--- config.mk ---
export PLATFORM = sky130hd
export DESIGN_NAME = uart_bus_bridge
export DESIGN_NICKNAME = d
export VERILOG_FILES = /design/src/rtl/uart_bus_bridge_pkg.sv /design/src/rtl/uart_byte_phy.sv /design/src/rtl/uart_bus_bridge.sv
export SDC_FILE = /design/constraint.sdc
export NUM_CORES = 1
export LEC_CHECK = 0
export BUFFER_PORTS_ARGS = -buffer_cell sky130_fd_sc_hd__buf_4
export CAP_MARGIN = 10
export CORE_MARGIN = 5
export CORE_UTILIZATION = 45
export DETAILED_ROUTE_END_ITERATION = 7
export HOLD_SLACK_MARGIN = 0.12
export PLACE_DENSITY_LB_ADDON = 0.1
export SKIP_CTS_REPAIR_TIMING = 1
export SYNTH_ARGS = -nofsm -noshare
export SYNTH_HDL_FRONTEND = slang
export SYNTH_HIERARCHICAL = 1
export SYNTH_SLANG_ARGS = --single-unit
export TNS_END_PERCENT = 10
--- constraint.sdc ---
create_clock -name i_sysclk -period 3.2 [get_ports i_sysclk]
set_clock_uncertainty 0.05 [all_clocks]
set_input_delay 0 -clock i_sysclk [delete_from_list [all_inputs] [get_ports i_sysclk]]
set_output_delay 0 -clock i_sysclk [all_outputs]
set_load 0.01 [all_outputs]
--- src/rtl/uart_bus_bridge_pkg.sv ---
// Shared command/response codes and state encodings for the UART-to-register-bus bridge.
package uart_bus_bridge_pkg;

   localparam logic [7:0] CmdWrite    = 8'h57;
   localparam logic [7:0] CmdRead     = 8'h52;
   localparam logic [7:0] RespOk      = 8'h4B;
   localparam logic [7:0] RespTimeout = 8'h54;
   localparam logic [7:0] RespErr     = 8'h45;
   localparam logic [7:0] RespIrq     = 8'h49;

   typedef enum logic [2:0] {
      StIdle, StGetAddr, StGetDh, StGetDl, StBus, StResp
   } state_e;

   typedef enum logic [1:0] {
      RxIdle, RxStart, RxData, RxStop
   } rx_state_e;

endpackage

--- src/rtl/uart_byte_phy.sv ---
// 8N1 UART byte receiver and transmitter; CLK_DIV system clocks per bit.
module uart_byte_phy
   import uart_bus_bridge_pkg::*;
#(
   parameter int unsigned CLK_DIV = 434
) (
   input  logic       i_sysclk,
   input  logic       i_sysrst,
   input  logic       i_uart_rx,
   output logic       o_uart_tx,
   output logic [7:0] o_rx_data,
   output logic       o_rx_valid,
   output logic       o_rx_ferr,
   input  logic [7:0] i_tx_data,
   input  logic       i_tx_start,
   output logic       o_tx_busy
);
   localparam int unsigned CntW = $clog2(CLK_DIV);
   localparam logic [CntW-1:0] HalfM1 = CntW'(CLK_DIV / 2 - 1);
   localparam logic [CntW-1:0] FullM1 = CntW'(CLK_DIV - 1);

   logic [1:0]      sync_q;
   logic            rx_prev_q;
   rx_state_e       rx_state_q, rx_state_d;
   logic [CntW-1:0] rx_cnt_q, rx_cnt_d;
   logic [2:0]      rx_bit_q, rx_bit_d;
   logic [7:0]      rx_sr_q, rx_sr_d;
   logic [7:0]      data_q, data_d;
   logic            valid_q, valid_d, ferr_q, ferr_d;
   logic            rx_s;

   logic [9:0]      tx_sr_q;
   logic [3:0]      tx_bits_q;
   logic [CntW-1:0] tx_cnt_q;

   assign rx_s = sync_q[1];

   always_comb begin
      rx_state_d = rx_state_q;
      rx_cnt_d   = rx_cnt_q + CntW'(1);
      rx_bit_d   = rx_bit_q;
      rx_sr_d    = rx_sr_q;
      data_d     = data_q;
      valid_d    = 1'b0;
      ferr_d     = 1'b0;
      unique case (rx_state_q)
         RxIdle: begin
            rx_cnt_d = '0;
            if (rx_prev_q && !rx_s) rx_state_d = RxStart;
         end
         RxStart: if (rx_cnt_q == HalfM1) begin
            rx_cnt_d   = '0;
            rx_bit_d   = '0;
            rx_state_d = rx_s ? RxIdle : RxData;
         end
         RxData: if (rx_cnt_q == FullM1) begin
            rx_cnt_d = '0;
            rx_sr_d  = {rx_s, rx_sr_q[7:1]};
            rx_bit_d = rx_bit_q + 3'd1;
            if (rx_bit_q == 3'd7) rx_state_d = RxStop;
         end
         RxStop: if (rx_cnt_q == FullM1) begin
            rx_state_d = RxIdle;
            if (rx_s) begin
               valid_d = 1'b1;
               data_d  = rx_sr_q;
            end else begin
               ferr_d = 1'b1;
            end
         end
         default: rx_state_d = RxIdle;
      endcase
   end

   always_ff @(posedge i_sysclk) begin
      if (!i_sysrst) begin
         sync_q     <= 2'b11;
         rx_prev_q  <= 1'b1;
         rx_state_q <= RxIdle;
         rx_cnt_q   <= '0;
         rx_bit_q   <= '0;
         rx_sr_q    <= '0;
         data_q     <= '0;
         valid_q    <= 1'b0;
         ferr_q     <= 1'b0;
      end else begin
         sync_q     <= {sync_q[0], i_uart_rx};
         rx_prev_q  <= rx_s;
         rx_state_q <= rx_state_d;
         rx_cnt_q   <= rx_cnt_d;
         rx_bit_q   <= rx_bit_d;
         rx_sr_q    <= rx_sr_d;
         data_q     <= data_d;
         valid_q    <= valid_d;
         ferr_q     <= ferr_d;
      end
   end

   // Shift register is refilled with ones as bits go out, so idle line stays high.
   always_ff @(posedge i_sysclk) begin
      if (!i_sysrst) begin
         tx_sr_q   <= '1;
         tx_bits_q <= '0;
         tx_cnt_q  <= '0;
      end else if (tx_bits_q == 4'd0) begin
         if (i_tx_start) begin
            tx_sr_q   <= {1'b1, i_tx_data, 1'b0};
            tx_bits_q <= 4'd10;
            tx_cnt_q  <= '0;
         end
      end else if (tx_cnt_q == FullM1) begin
         tx_cnt_q  <= '0;
         tx_sr_q   <= {1'b1, tx_sr_q[9:1]};
         tx_bits_q <= tx_bits_q - 4'd1;
      end else begin
         tx_cnt_q <= tx_cnt_q + CntW'(1);
      end
   end

   assign o_uart_tx  = tx_sr_q[0];
   assign o_tx_busy  = (tx_bits_q != 4'd0);
   assign o_rx_data  = data_q;
   assign o_rx_valid = valid_q;
   assign o_rx_ferr  = ferr_q;

endmodule

--- src/rtl/uart_bus_bridge.sv ---
// UART command frames in, single register-bus read/write cycles out; status, read data and
// interrupt notifications returned over UART.
module uart_bus_bridge
   import uart_bus_bridge_pkg::*;
#(
   parameter int unsigned CLK_DIV     = 434,
   parameter int unsigned ACK_TIMEOUT = 255
) (
   input  logic        i_sysclk,
   input  logic        i_sysrst,
   input  logic        i_uart_rx,
   output logic        o_uart_tx,
   output logic        o_bus_select,
   output logic        o_bus_wr,
   output logic [3:0]  o_reg_addr,
   output logic [15:0] o_bus_data,
   input  logic [15:0] i_bus_data,
   input  logic        i_bus_ack,
   input  logic        i_int_flg
);
   localparam int unsigned TmoW = $clog2(ACK_TIMEOUT + 1);
   localparam logic [TmoW-1:0] TmoMax = TmoW'(ACK_TIMEOUT);

   logic [7:0] rx_data;
   logic       rx_valid, rx_ferr, tx_busy;

   state_e         state_q, state_d;
   logic           is_wr_q, is_wr_d;
   logic [7:0]     addr_byte_q, addr_byte_d, dh_q, dh_d;
   logic           sel_q, sel_d, wr_q, wr_d;
   logic [3:0]     addr_q, addr_d;
   logic [15:0]    wdata_q, wdata_d, rd_data_q, rd_data_d;
   logic [TmoW-1:0] tmo_q, tmo_d;
   logic [7:0]     resp_q, resp_d;
   logic [1:0]     resp_len_q, resp_len_d, resp_idx_q, resp_idx_d;
   logic           tx_start_q, tx_start_d;
   logic [7:0]     tx_data_q, tx_data_d;
   logic           int_prev_q, int_pend_q, int_pend_d;
   logic           int_rise, go_err;

   assign int_rise = i_int_flg & ~int_prev_q;

   uart_byte_phy #(.CLK_DIV(CLK_DIV)) u_phy (
      .i_sysclk   (i_sysclk),
      .i_sysrst   (i_sysrst),
      .i_uart_rx  (i_uart_rx),
      .o_uart_tx  (o_uart_tx),
      .o_rx_data  (rx_data),
      .o_rx_valid (rx_valid),
      .o_rx_ferr  (rx_ferr),
      .i_tx_data  (tx_data_q),
      .i_tx_start (tx_start_q),
      .o_tx_busy  (tx_busy)
   );

   always_comb begin
      state_d     = state_q;
      is_wr_d     = is_wr_q;
      addr_byte_d = addr_byte_q;
      dh_d        = dh_q;
      sel_d       = sel_q;
      wr_d        = wr_q;
      addr_d      = addr_q;
      wdata_d     = wdata_q;
      rd_data_d   = rd_data_q;
      tmo_d       = tmo_q;
      resp_d      = resp_q;
      resp_len_d  = resp_len_q;
      resp_idx_d  = resp_idx_q;
      tx_start_d  = 1'b0;
      tx_data_d   = tx_data_q;
      int_pend_d  = int_pend_q | int_rise;
      go_err      = 1'b0;
      unique case (state_q)
         StIdle: begin
            if (rx_ferr) begin
               go_err = 1'b1;
            end else if (rx_valid) begin
               if (rx_data == CmdWrite || rx_data == CmdRead) begin
                  is_wr_d = (rx_data == CmdWrite);
                  state_d = StGetAddr;
               end else begin
                  go_err = 1'b1;
               end
            end else if (int_pend_q && !tx_busy && !tx_start_q) begin
               // A rise in this very cycle stays pending for the next notification.
               tx_start_d = 1'b1;
               tx_data_d  = RespIrq;
               int_pend_d = int_rise;
            end
         end
         StGetAddr: begin
            if (rx_ferr) begin
               go_err = 1'b1;
            end else if (rx_valid) begin
               addr_byte_d = rx_data;
               if (is_wr_q) begin
                  state_d = StGetDh;
               end else if (rx_data[7:4] != 4'h0) begin
                  go_err = 1'b1;
               end else begin
                  sel_d   = 1'b1;
                  wr_d    = 1'b0;
                  addr_d  = rx_data[3:0];
                  tmo_d   = TmoW'(1);
                  state_d = StBus;
               end
            end
         end
         StGetDh: begin
            if (rx_ferr) begin
               go_err = 1'b1;
            end else if (rx_valid) begin
               dh_d    = rx_data;
               state_d = StGetDl;
            end
         end
         StGetDl: begin
            if (rx_ferr || (rx_valid && addr_byte_q[7:4] != 4'h0)) begin
               go_err = 1'b1;
            end else if (rx_valid) begin
               sel_d   = 1'b1;
               wr_d    = 1'b1;
               addr_d  = addr_byte_q[3:0];
               wdata_d = {dh_q, rx_data};
               tmo_d   = TmoW'(1);
               state_d = StBus;
            end
         end
         StBus: begin
            if (i_bus_ack) begin
               rd_data_d  = i_bus_data;
               sel_d      = 1'b0;
               wr_d       = 1'b0;
               resp_d     = RespOk;
               resp_len_d = is_wr_q ? 2'd1 : 2'd3;
               state_d    = StResp;
            end else if (tmo_q == TmoMax) begin
               sel_d      = 1'b0;
               wr_d       = 1'b0;
               resp_d     = RespTimeout;
               resp_len_d = 2'd1;
               state_d    = StResp;
            end else begin
               tmo_d = tmo_q + TmoW'(1);
            end
         end
         StResp: begin
            // tx_busy rises one cycle after a launch, hence the tx_start_q guard.
            if (!tx_busy && !tx_start_q) begin
               if (resp_idx_q < resp_len_q) begin
                  tx_start_d = 1'b1;
                  resp_idx_d = resp_idx_q + 2'd1;
                  unique case (resp_idx_q)
                     2'd0:    tx_data_d = resp_q;
                     2'd1:    tx_data_d = rd_data_q[15:8];
                     default: tx_data_d = rd_data_q[7:0];
                  endcase
               end else begin
                  resp_idx_d = '0;
                  state_d    = StIdle;
               end
            end
         end
         default: state_d = StIdle;
      endcase
      if (go_err) begin
         state_d    = StResp;
         resp_d     = RespErr;
         resp_len_d = 2'd1;
      end
   end

   always_ff @(posedge i_sysclk) begin
      if (!i_sysrst) begin
         state_q     <= StIdle;
         is_wr_q     <= 1'b0;
         addr_byte_q <= '0;
         dh_q        <= '0;
         sel_q       <= 1'b0;
         wr_q        <= 1'b0;
         addr_q      <= '0;
         wdata_q     <= '0;
         rd_data_q   <= '0;
         tmo_q       <= '0;
         resp_q      <= '0;
         resp_len_q  <= '0;
         resp_idx_q  <= '0;
         tx_start_q  <= 1'b0;
         tx_data_q   <= '0;
         int_prev_q  <= 1'b0;
         int_pend_q  <= 1'b0;
      end else begin
         state_q     <= state_d;
         is_wr_q     <= is_wr_d;
         addr_byte_q <= addr_byte_d;
         dh_q        <= dh_d;
         sel_q       <= sel_d;
         wr_q        <= wr_d;
         addr_q      <= addr_d;
         wdata_q     <= wdata_d;
         rd_data_q   <= rd_data_d;
         tmo_q       <= tmo_d;
         resp_q      <= resp_d;
         resp_len_q  <= resp_len_d;
         resp_idx_q  <= resp_idx_d;
         tx_start_q  <= tx_start_d;
         tx_data_q   <= tx_data_d;
         int_prev_q  <= i_int_flg;
         int_pend_q  <= int_pend_d;
      end
   end

   assign o_bus_select = sel_q;
   assign o_bus_wr     = wr_q;
   assign o_reg_addr   = addr_q;
   assign o_bus_data   = wdata_q;

endmodule

==> results of run 1 <==
-- power by group --
part	internal [mW]	total (mW)	switching [mW]
Clock	1.21	1.91	0.705
Combinational	0.0757	0.171	0.0948
Sequential	1.80	1.82	0.0163
-- layer usage --
layer / global-route usage / vias to the layer above
li1: - / 2695
met1: 0.234 / 2500
met2: 0.282 / 106
met3: 0.0390 / 22
met4: 0.0735 / 0
met5: 0 / -
-- kinds of logic (layout without fill, tap and decap cells) --
group                    Yosys count  in the layout  synth area share
AND/OR/NAND/NOR                  322            322             0.252
adder cells (fa/ha/maj)           12             12            0.0238
AO/OA/AOI/OAI                    160            160             0.166
flip-flops                       143            143             0.453
XOR/XNOR                          10             10            0.0139
multiplexers                      30             30            0.0475
buffers and inverters             64            119            0.0439
-- cell usage after synthesis (2+ instances only) --
cell | n | share of area
a211oi_1 | 6 | 0.0071
a21oi_1 | 74 | 0.059
a21oi_2 | 3 | 0.0042
a22oi_1 | 5 | 0.0059
a311oi_1 | 4 | 0.0055
a31oi_1 | 7 | 0.0069
a41oi_1 | 6 | 0.0083
and2_1 | 8 | 0.0079
and3_1 | 9 | 0.0089
and4_1 | 3 | 0.0042
and4b_1 | 3 | 0.0048
buf_2 | 6 | 0.0048
buf_6 | 3 | 0.0053
clkbuf_1 | 30 | 0.018
dfxtp_1 | 143 | 0.45
ha_1 | 12 | 0.024
inv_1 | 20 | 0.012
mux2i_1 | 30 | 0.048
nand2_1 | 128 | 0.076
nand2b_1 | 11 | 0.011
nand3_1 | 24 | 0.019
nand3b_1 | 3 | 0.0036
nand4_1 | 5 | 0.0049
nor2_1 | 74 | 0.044
nor2b_1 | 6 | 0.0059
nor3_1 | 12 | 0.0095
nor3_2 | 2 | 0.0032
nor3b_1 | 4 | 0.0048
nor4_1 | 5 | 0.0049
nor4b_1 | 3 | 0.0042
o21a_1 | 3 | 0.0036
o21ai_0 | 15 | 0.012
o21ai_1 | 2 | 0.0016
o221a_2 | 3 | 0.0053
o22ai_1 | 4 | 0.0040
o31ai_1 | 8 | 0.0095
or3_1 | 5 | 0.0049
or4_1 | 6 | 0.0071
or4_4 | 2 | 0.0036
xnor2_1 | 7 | 0.0097
xor2_1 | 3 | 0.0042
-- worst max-delay path by stage --
stage                         end  slack [ps]  cells past startpoint
6_report             tx_data_q[4]         770                      9
5_1_grt              tx_data_q[5]         540                      9
4_1_cts              tx_data_q[4]         780                      9
3_5_place_dp         tx_data_q[4]         810                      9
3_3_place_gp   u_phy/tx_bits_q[1]         960                      7
2_1_floorplan        tx_data_q[1]         880                      9
-- metrics by stage --
step | power, mW | cells
2_1_floorplan | 1.95 | 741
3_3_place_gp | 2.00 | 927
3_5_place_dp | 2.01 | 927
4_1_cts | 3.93 | 955
5_1_grt | 4.04 | 976
6_report | 3.90 | 976
-- state kept, by name (all words and copies together) (netlist names), 4 cells and up, named ones only --
| register | flops |
|---|---|
| addr_byte_q | 8 |
| dh_q | 8 |
| o_bus_data | 16 |
| o_reg_addr | 4 |
| rd_data_q | 16 |
| resp_q | 5 |
| tmo_q | 8 |
| tx_data_q | 8 |
| u_phy/o_rx_data | 8 |
| u_phy/rx_cnt_q | 9 |
| u_phy/rx_sr_q | 8 |
| u_phy/tx_bits_q | 4 |
| u_phy/tx_cnt_q | 9 |
| u_phy/tx_sr_q | 9 |
-- worst max-delay path, cell delays in order, from the launching register on --
cell,delay [ps]
dfxtp_1,310
inv_1,90
ha_1,200
nor3b_4,210
clkinv_1,110
nor2_1,200
nor4b_1,560
a21boi_1,300
a21oi_1,220
nor2_1,50
-- area by class of cell --
type | instances | area, µm²
fillers | 1258 | 6340
multi-input cells | 534 | 3180
flip-flops and latches | 143 | 2860
repair buffers | 69 | 571
clock buffers | 22 | 484
well taps | 180 | 225
clock inverters | 6 | 85.1
inverters | 22 | 82.6
==> impl_results.md, run 1 <==
- Final setup vio count: 0
- Initial antenna violation count: 0
- WL final: 14200 µm
- Num CTS Buffers: 17
- Finished Core Util: 0.542
- Placed inst area: 0.00671 mm²
- Worst hold path class: in -> reg
- Synth Instances: 741
- Initial DRC Count: approximately 430
- Final Max Tran Viols: 0
- WL met2: 6500 µm
- Clock Path Buffers: 2
- CP startpoint: u_phy/tx_bits_q[0]
- Final worst slack: 770 ps
- Final RePlAce weighted congestion: 0.803
- Worst r2r dst: tx_data_q[4]
- Finished Cell Area: 0.00749 mm²
- Worst EP required: 3420 ps
- Hold Path End: int_prev_q
- Die W: 129 µm
- Number of synthesized flops with an enable pin: 0
- Syn. warnings: 6
- Unique masters post-synth: 75
- Post-synth ARST share: 0
- Most used DFF post-synth: dfxtp_1
- Total gr overflow: 0
- Die height: ~130 µm
- Sink Count: about 140
- Die area: between 0.015 and 0.02 mm²
- F_max: 411 MHz
- RSZ-0062 raised after global routing: false
- Remaining DRCs: 0
- Global-route wire length before repair: around 24000 µm
- DRT met1 WL: 6830 µm
- Hold Path Origin: i_int_flg
- Layout area overhead: 18.5%
- Most common cell after layout, fill and taps aside: dfxtp_1
- WL met3: 542 µm
- H-tree Lvls: 4
- Port bufs: 43
- Hold path cells: 4
- CP max FO: 6
- Commonest cells after routing, fill and taps aside: dfxtp_1 (143), nand2_1 (128), a21oi_1 (74), nor2_1 (74), buf_4 (48)
- Final setup TNS: 0 ps
- #FFs+latches synth: 143
- CTS tree: done
- Clk slew on worst S/H paths: roughly 60 ps
- Crit Path Class: reg -> reg
- Vias: approximately 5300
- Synthesized area per cell: 8.53 µm²
- Max-Cap Viols: 0
- Root buffer cell: clkbuf_16
- Final hold slack: 327 ps
- Antenna-violating nets left: 0
- Top Metal Used: met4
- Vias in the first global route: 5067
- Reg2Reg Launch Point: u_phy/tx_bits_q[0]
- Worst R2R Path Depth: 9
- CP arrival: approximately 2700 ps
- Final min period: 2430 ps
- Sequential share of the synthesized area: 0.453
- Initial core utilization: 0.457
- Row cnt: 43
- Worst Max-Slew Pin Slew: 940 ps
- Syn nets: between 700 and 800
- Post-DP HPWL: 9420 µm
- Status: completed
- Worst-skew pair later-pin latency: 410 ps
- R2r setup slk: 770 ps
- Total GRT Usage: 0.177
- Pwr/cell area: 521 mW/mm²
- Core Area: 0.0138 mm²
- Slew headroom: 0.372
- Vias per cell: about 5.5
- Hold Violations, Final: 0
- Final period utilization: 0.759
- Layout cells sized above 1: 0.121
- Post-layout net count: roughly 800
- Peak supply drop: 0.345 mV
- Initial DRT Pass Iterations: 5
- Crit start category: register
- Critical Path End Type: register
- Largest net degree at the start of global routing: 43
- Drt wl/cell: around 15 µm
- Mapped cell area: 0.00632 mm²
- Boundary Pins: 44
- P_leak: 2.73 nW
- Post-place setup slack: 812 ps
- N_diodes: 0
No activity file was read; power rests on OpenSTA's default activity.
==> inputs of run 2 (changes only) <==
- clock period: 3.2 -> 2 ns (I/O delays scaled with it)
==> impl_results.md, run 2 (synthesized netlist as in run 1, its figures left out) <==
- Vias in the first global route: 5402 (was 5067)
- Reg2Reg Launch Point: u_phy/tx_bits_q[0] (unchanged)
- Worst Max-Slew Pin Slew: 563 ps (was 940 ps)
- DP Cell Count: 973 (was 927)
- Worst EP required: 2310 ps (was 3420 ps)
- Crit start category: register (unchanged)
- Total GRT Usage: 0.188 (was 0.177)
- Final RePlAce weighted congestion: 0.861 (was 0.803)
- Finished Layout Cells: 1028 (was 976)
- Sink Count: 143 (unchanged)
- Clock Path Buffers: 2 (unchanged)
- Boundary Pins: 44 (unchanged)
- Layout area overhead: 26.2% (was 18.5%)
- Die height: 129 µm (unchanged)
- Crit path cell chain: inv_2 > ha_4 > nor3b_4 > clkinv_2 > nor3b_2 > o2111ai_2 > buf_4 > a21oi_1 > a21oi_1 > nor2_1 (was inv_1 > ha_1 > nor3b_4 > clkinv_1 > nor2_1 > nor4b_1 > a21boi_1 > a21oi_1 > nor2_1)
- Total gr overflow: 0 (unchanged)
- Root buffer cell: clkbuf_16 (unchanged)
- Port bufs: 43 (unchanged)
- Final Max Tran Viols: 0 (unchanged)
- Initial DRC Count: 304 (was 431)
- CP top delay family: simple AND/OR/NAND/NOR gates (unchanged)
- Final setup TNS: -5.30 ps (was 0 ps)
- Most common cell after layout, fill and taps aside: dfxtp_1 (unchanged)
- Vias: 5547 (was 5323)
- Initial DRT Pass Iterations: 6 (was 5)
- CP arrival: 2310 ps (was 2650 ps)
- Failing checks: negative setup slack
- Commonest cells after routing, fill and taps aside: dfxtp_1 (142), nand2_1 (127), buf_4 (92) (was dfxtp_1 (143), nand2_1 (128), a21oi_1 (74), nor2_1 (74), buf_4 (48))
- Final hold slack: 314 ps (was 327 ps)
- Final worst slack: -5.30 ps (was 770 ps)
- Max-Cap Viols: 0 (unchanged)
- WL final: 14900 µm (was 14200 µm)
- R2r setup slk: -5 ps (was 770 ps)
- Post-place setup slack: -85.4 ps (was 812 ps)
- P_leak: 3.01 nW (was 2.73 nW)
- Hold Violations, Final: 0 (unchanged)
- Post-layout net count: 868 (was 820)
- Remaining DRCs: 0 (unchanged)
- Most used cell along the critical path: a21oi_1 (was nor2_1)
- Final setup vio count: 1 (was 0)
- H-tree Lvls: 4 (unchanged)
- N_diodes: 0 (unchanged)
- F_max: 499 MHz (was 411 MHz)
- Vias per cell: 5.40 (was 5.45)
- Number of cells on the critical path: 10 (was 9)
- Largest net degree at the start of global routing: 43 (unchanged)
- Drt wl/cell: 14.5 µm (about the same)
- Die W: 129 µm (unchanged)
- Clk slew on worst S/H paths: 60 ps (about the same)
- CP startpoint: u_phy/tx_bits_q[0] (unchanged)
- Post-DP HPWL: 10300 µm (was 9420 µm)
- Internal: 4.64 mW (was 3.09 mW)
- Num CTS Buffers: 17 (unchanged)
- Filler Cells Inserted: 1243 (was 1258)
- Pwr/cell area: 772 mW/mm² (was 521 mW/mm²)
- CTS tree: done (unchanged)
- Slew headroom: 0.624 (was 0.372)
- Placed inst area: 0.00718 mm² (was 0.00671 mm²)
- Worst-skew pair later-pin latency: 420 ps (was 410 ps)
- Critical Path End Type: register (unchanged)
- Final period utilization: 1.00 (was 0.759)
- Layout cells sized above 1: 0.191 (was 0.121)
- Die area: 0.0165 mm² (unchanged)
- Worst R2R Path Depth: 10 (was 9)
- Status: complete, but fails checks (was completed)
- Final min period: 2010 ps (was 2430 ps)
- Sw Pwr: 1.51 mW (was 816 µW)
- Global-route wire length before repair: 25400 µm (was 24000 µm)
- Clock power share: 0.478 (was 0.490)
- CP max-delay cell: dfxtp_1 (was nor4b_1)
- Sw Share: 0.246 (was 0.209)
- Crit Path Class: reg -> reg (unchanged)
- Max incr delay on CP: 320 ps (was 560 ps)
- Worst path buffer plus inverter count: 3 (was 2)
- Worst hold path class: in -> reg (unchanged)
- Register share of total power: 0.472 (was 0.466)
- CP max FO: 10 (was 6)
- Peak supply drop: 0.569 mV (was 0.345 mV)
- Core Area: 0.0138 mm² (unchanged)
- Total power: 6.16 mW (was 3.90 mW)
- Worst r2r dst: tx_data_q[2] (was tx_data_q[4])
- Initial core utilization: 0.457 (unchanged)
- Antenna-violating nets left: 0 (unchanged)
- Hold path cells: 4 (unchanged)
- Finished Cell Area: 0.00798 mm² (was 0.00749 mm²)
- Row cnt: 43 (unchanged)
- Finished Core Util: 0.577 (was 0.542)
- Crit path to: tx_data_q[2] (was tx_data_q[4])
- RSZ-0062 raised after global routing: true (was false)
- Comb power frac: 0.050 (was 0.044)
- Initial antenna violation count: 0 (unchanged)
[run 2: cell count changes in the layout (fill, tap and decap cells not counted), moves of 2 or more]
| cell | previous run | this run |
|---|---|---|
| clkinv_4 | 0 | 4 |
| bufinv_16 | 2 | 0 |
| inv_1 | 20 | 18 |
| inv_2 | 1 | 3 |
| clkbuf_8 | 4 | 0 |
| buf_4 | 48 | 92 |
| buf_12 | 0 | 3 |
| inv_6 | 0 | 5 |
| clkinvlp_4 | 2 | 5 |
| o221a_2 | 3 | 0 |
| o221a_4 | 0 | 3 |
[run 2: worst min path at each step]
| stage | slack [ps] | to | from |
|---|---|---|---|
| after floorplan | 50 | u_phy/rx_prev_q | i_sysrst |
| after global placement | 140 | u_phy/sync_q[0] | i_uart_rx |
| after detailed placement | 150 | u_phy/sync_q[0] | i_uart_rx |
| after CTS | -310 | u_phy/sync_q[0] | i_uart_rx |
| after global routing | 330 | rd_data_q[3] | i_bus_data[3] |
| final | 310 | int_prev_q | i_int_flg |
[run 2: power by group through the flow]
stage                     Combinational (mW)  Clock [mW]  Sequential [mW]
after floorplan                        0.179           0             2.97
after global placement                 0.263           0             2.97
after detailed placement               0.270           0             2.97
after CTS                              0.271        3.02             2.91
after global routing                   0.338        3.16             2.91
final                                  0.307        2.94             2.91
[run 2: tightest hold or removal path: stages]
cell and delay [ps]:
dlygate4sd3_1 530, buf_4 100, inv_1 50, nor2_1 70
[run 2: cell type report]
| class | instances | area, µm² | share of cell area |
|---|---|---|---|
| timing repair buffer | 117 | 972 | 0.122 |
| sequential | 143 | 2860 | 0.359 |
| tap | 180 | 225 | 0.0282 |
| clock buffer | 17 | 425 | 0.0533 |
| inverter | 22 | 83.8 | 0.0105 |
| multi-input combinational | 534 | 3280 | 0.411 |
| clock inverter | 15 | 128 | 0.0160 |
[run 2: per-layer routing]
metal | GRT usage | vias to the layer above | share of wire
met5 | 0 | - | 0
met4 | 0.0655 | 0 | 0.017
met3 | 0.0581 | 23 | 0.038
met2 | 0.314 | 103 | 0.48
li1 | - | 2793 | -
met1 | 0.231 | 2628 | 0.47
==> inputs of run 3 (changes only) <==
- ABC_AREA: default -> 1
==> impl_results.md, run 3 <==
- Worst R2R Path Depth: 10 (unchanged)
- Final hold slack: 268 ps (was 314 ps)
- Final setup vio count: 0 (was 1)
- Finished Layout Cells: 1165 (was 1028)
- Crit Path Class: reg -> reg (unchanged)
- Initial antenna violation count: 0 (unchanged)
- Synth top cells by count: nand2_1 (210), dfxtp_1 (143), inv_1 (98), a21oi_1 (94), nor2_1 (91) (was dfxtp_1 (143), nand2_1 (128), a21oi_1 (74), nor2_1 (74))
- Most used DFF post-synth: dfxtp_1 (unchanged)
- Vias per cell: 4.94 (was 5.40)
- Unique masters post-synth: 38 (was 75)
- Final worst slack: 180 ps (was -5.30 ps)
- Post-synth ARST share: 0 (unchanged)
- Boundary Pins: 44 (unchanged)
- Final period utilization: 0.910 (was 1.00)
- Row cnt: 43 (unchanged)
- Global-route wire length before repair: 24200 µm (was 25400 µm)
- H-tree Lvls: 4 (unchanged)
- P_leak: 3.22 nW (was 3.01 nW)
- R2r setup slk: 180 ps (was -5 ps)
- Remaining DRCs: 0 (unchanged)
- Max-Cap Viols: 0 (unchanged)
- CP arrival: 2060 ps (was 2310 ps)
- Synthesized area per cell: 7.18 µm² (was 8.53 µm²)
- Synth top area share: 0.446 (was 0.453)
- Sink Count: 143 (unchanged)
- Vias: 5752 (was 5547)
- Status: completed (was complete, but fails checks)
- Core Area: 0.0139 mm² (was 0.0138 mm²)
- Drt wl/cell: 12.2 µm (was 14.5 µm)
- Hold path cells: 3 (was 4)
- Final setup TNS: 0 ps (was -5.30 ps)
- Slew headroom: 0.575 (was 0.624)
- Worst EP required: 2240 ps (was 2310 ps)
- Largest net degree at the start of global routing: 34 (was 43)
- CTS tree: done (unchanged)
- RSZ-0062 raised after global routing: false (was true)
- Commonest cells after routing, fill and taps aside: nand2_1 (210), dfxtp_1 (143), inv_1 (98) (was dfxtp_1 (142), nand2_1 (127), buf_4 (92))
- F_max: 549 MHz (was 499 MHz)
- Crit start category: register (unchanged)
- Initial DRT Pass Iterations: 5 (was 6)
- Synth Instances: 894 (was 741)
- Die area: 0.0167 mm² (was 0.0165 mm²)
- Worst Max-Slew Pin Slew: 637 ps (was 563 ps)
- Post-DP HPWL: 9800 µm (was 10300 µm)
- Crit path to: u_phy/tx_sr_q[8] (was tx_data_q[2])
- Sequential share of the synthesized area: 0.446 (was 0.453)
- Area leader, netlist: dfxtp_1 (unchanged)
- Post-layout net count: 1006 (was 868)
- Worst r2r dst: u_phy/tx_sr_q[8] (was tx_data_q[2])
- Layout cells sized above 1: 0.130 (was 0.191)
- Peak supply drop: 0.514 mV (was 0.569 mV)
- Die W: 129 µm (about the same)
- Worst hold path class: in -> reg (unchanged)
- Clock Path Buffers: 2 (unchanged)
- Critical Path End Type: register (unchanged)
- Post-place setup slack: 236 ps (was -85.4 ps)
- Clk slew on worst S/H paths: 60 ps (about the same)
- Total gr overflow: 0 (unchanged)
- Reg2Reg Launch Point: u_phy/tx_bits_q[0] (unchanged)
- Final RePlAce weighted congestion: 0.907 (was 0.861)
- Most common cell after layout, fill and taps aside: nand2_1 (was dfxtp_1)
- Pwr/cell area: 980 mW/mm² (was 772 mW/mm²)
- Final Max Tran Viols: 0 (unchanged)
- Total GRT Usage: 0.177 (was 0.188)
- N_diodes: 0 (unchanged)
- DP Cell Count: 1113 (was 973)
- Layout area overhead: 21.8% (was 26.2%)
- Synth area leaders: dfxtp_1 (45%), nand2_1 (12%), a21oi_1 (7.3%) (was dfxtp_1 (45%), nand2_1 (7.6%), a21oi_1 (5.9%))
- Initial core utilization: 0.460 (was 0.457)
- Final min period: 1820 ps (was 2010 ps)
- Hold Violations, Final: 0 (unchanged)
- Antenna-violating nets left: 0 (unchanged)
- Initial DRC Count: 389 (was 304)
- Number of synthesized flops with an enable pin: 0 (unchanged)
- Die height: 129 µm (about the same)
- Filler Cells Inserted: 1362 (was 1243)
- WL final: 14200 µm (was 14900 µm)
- Mapped cell area: 0.00641 mm² (was 0.00632 mm²)
- Worst-skew pair later-pin latency: 410 ps (was 420 ps)
- Root buffer cell: clkbuf_16 (unchanged)
- Vias in the first global route: 5248 (was 5402)
- Syn nets: 927 (was 774)
- #FFs+latches synth: 143 (unchanged)
- Port bufs: 43 (unchanged)
- CP max FO: 14 (was 10)
- Finished Core Util: 0.561 (was 0.577)
- Most numerous cell in the Yosys netlist: nand2_1 (was dfxtp_1)
- CP startpoint: u_phy/tx_bits_q[0] (unchanged)
- Num CTS Buffers: 17 (unchanged)
- Syn. warnings: 6 (unchanged)
run 3: cell types whose count changed after synthesis, moves of 8 or more:
cell / delta
a21oi_1: +20
and2_1: -8
and3_1: -9
clkbuf_1: -17
inv_1: +78
inv_2: +10
mux2i_1: -30
nand2_1: +82
nand2b_1: -11
nand3_1: +39
nor2_1: +17
o21ai_0: +57
run 3: logic make-up after synthesis:
logic type | synth area share
xor+xnor | 0.0177
compound gates | 0.151
fa+ha+maj | 0.0234
simple gates | 0.280
buf+inv | 0.0815
flops | 0.446
run 3: how the worst min path moves through the flow:
| stage | startpoint | to | slack [ps] |
|---|---|---|---|
| 2_1_floorplan | i_uart_rx | u_phy/sync_q[0] | 60 |
| 3_3_place_gp | i_uart_rx | u_phy/sync_q[0] | 150 |
| 3_5_place_dp | i_uart_rx | u_phy/sync_q[0] | 150 |
| 4_1_cts | i_uart_rx | u_phy/sync_q[0] | -290 |
| 5_1_grt | i_uart_rx | u_phy/sync_q[0] | 260 |
| 6_report | i_uart_rx | u_phy/sync_q[0] | 270 |
run 3: layer usage:
metal	up-vias	track usage	part of all wire
li1	3043	-	-
met1	2596	0.245	0.50
met2	105	0.273	0.45
met3	8	0.0507	0.043
met4	0	0.0482	0.0074
met5	-	0	0
run 3: critical path: stages, from the launching register on:
cell     delay [ps]
dfxtp_1         330
inv_1            80
ha_1            240
nand3_2          90
buf_4           200
inv_2           120
nand2_2         120
nand2_1         140
buf_4           180
nand2_1          60
nand3_1          80
run 3: final cells by class:
cell class	instances	area [µm²]	area share
clock buffer	25	495	0.0634
multi-input combinational	617	3030	0.388
sequential	143	2860	0.366
tap	180	225	0.0288
timing repair buffer	83	676	0.0865
clock inverter	6	105	0.0135
inverter	111	419	0.0537
run 3: per-stage QoR:
step	power, mW	cell area (µm²)
after floorplan	4.08	6410
after global placement	4.46	7000
after detailed placement	4.46	7000
after CTS	7.70	7600
after global routing	8.06	7810
final	7.66	7810
run 3: report_power, final:
group / internal [mW] / switching, mW / total (mW)
logic: 0.479 / 0.795 / 1.27
registers: 3.06 / 0.109 / 3.17
clock network: 2.08 / 1.13 / 3.21
total: 5.62 / 2.04 / 7.66
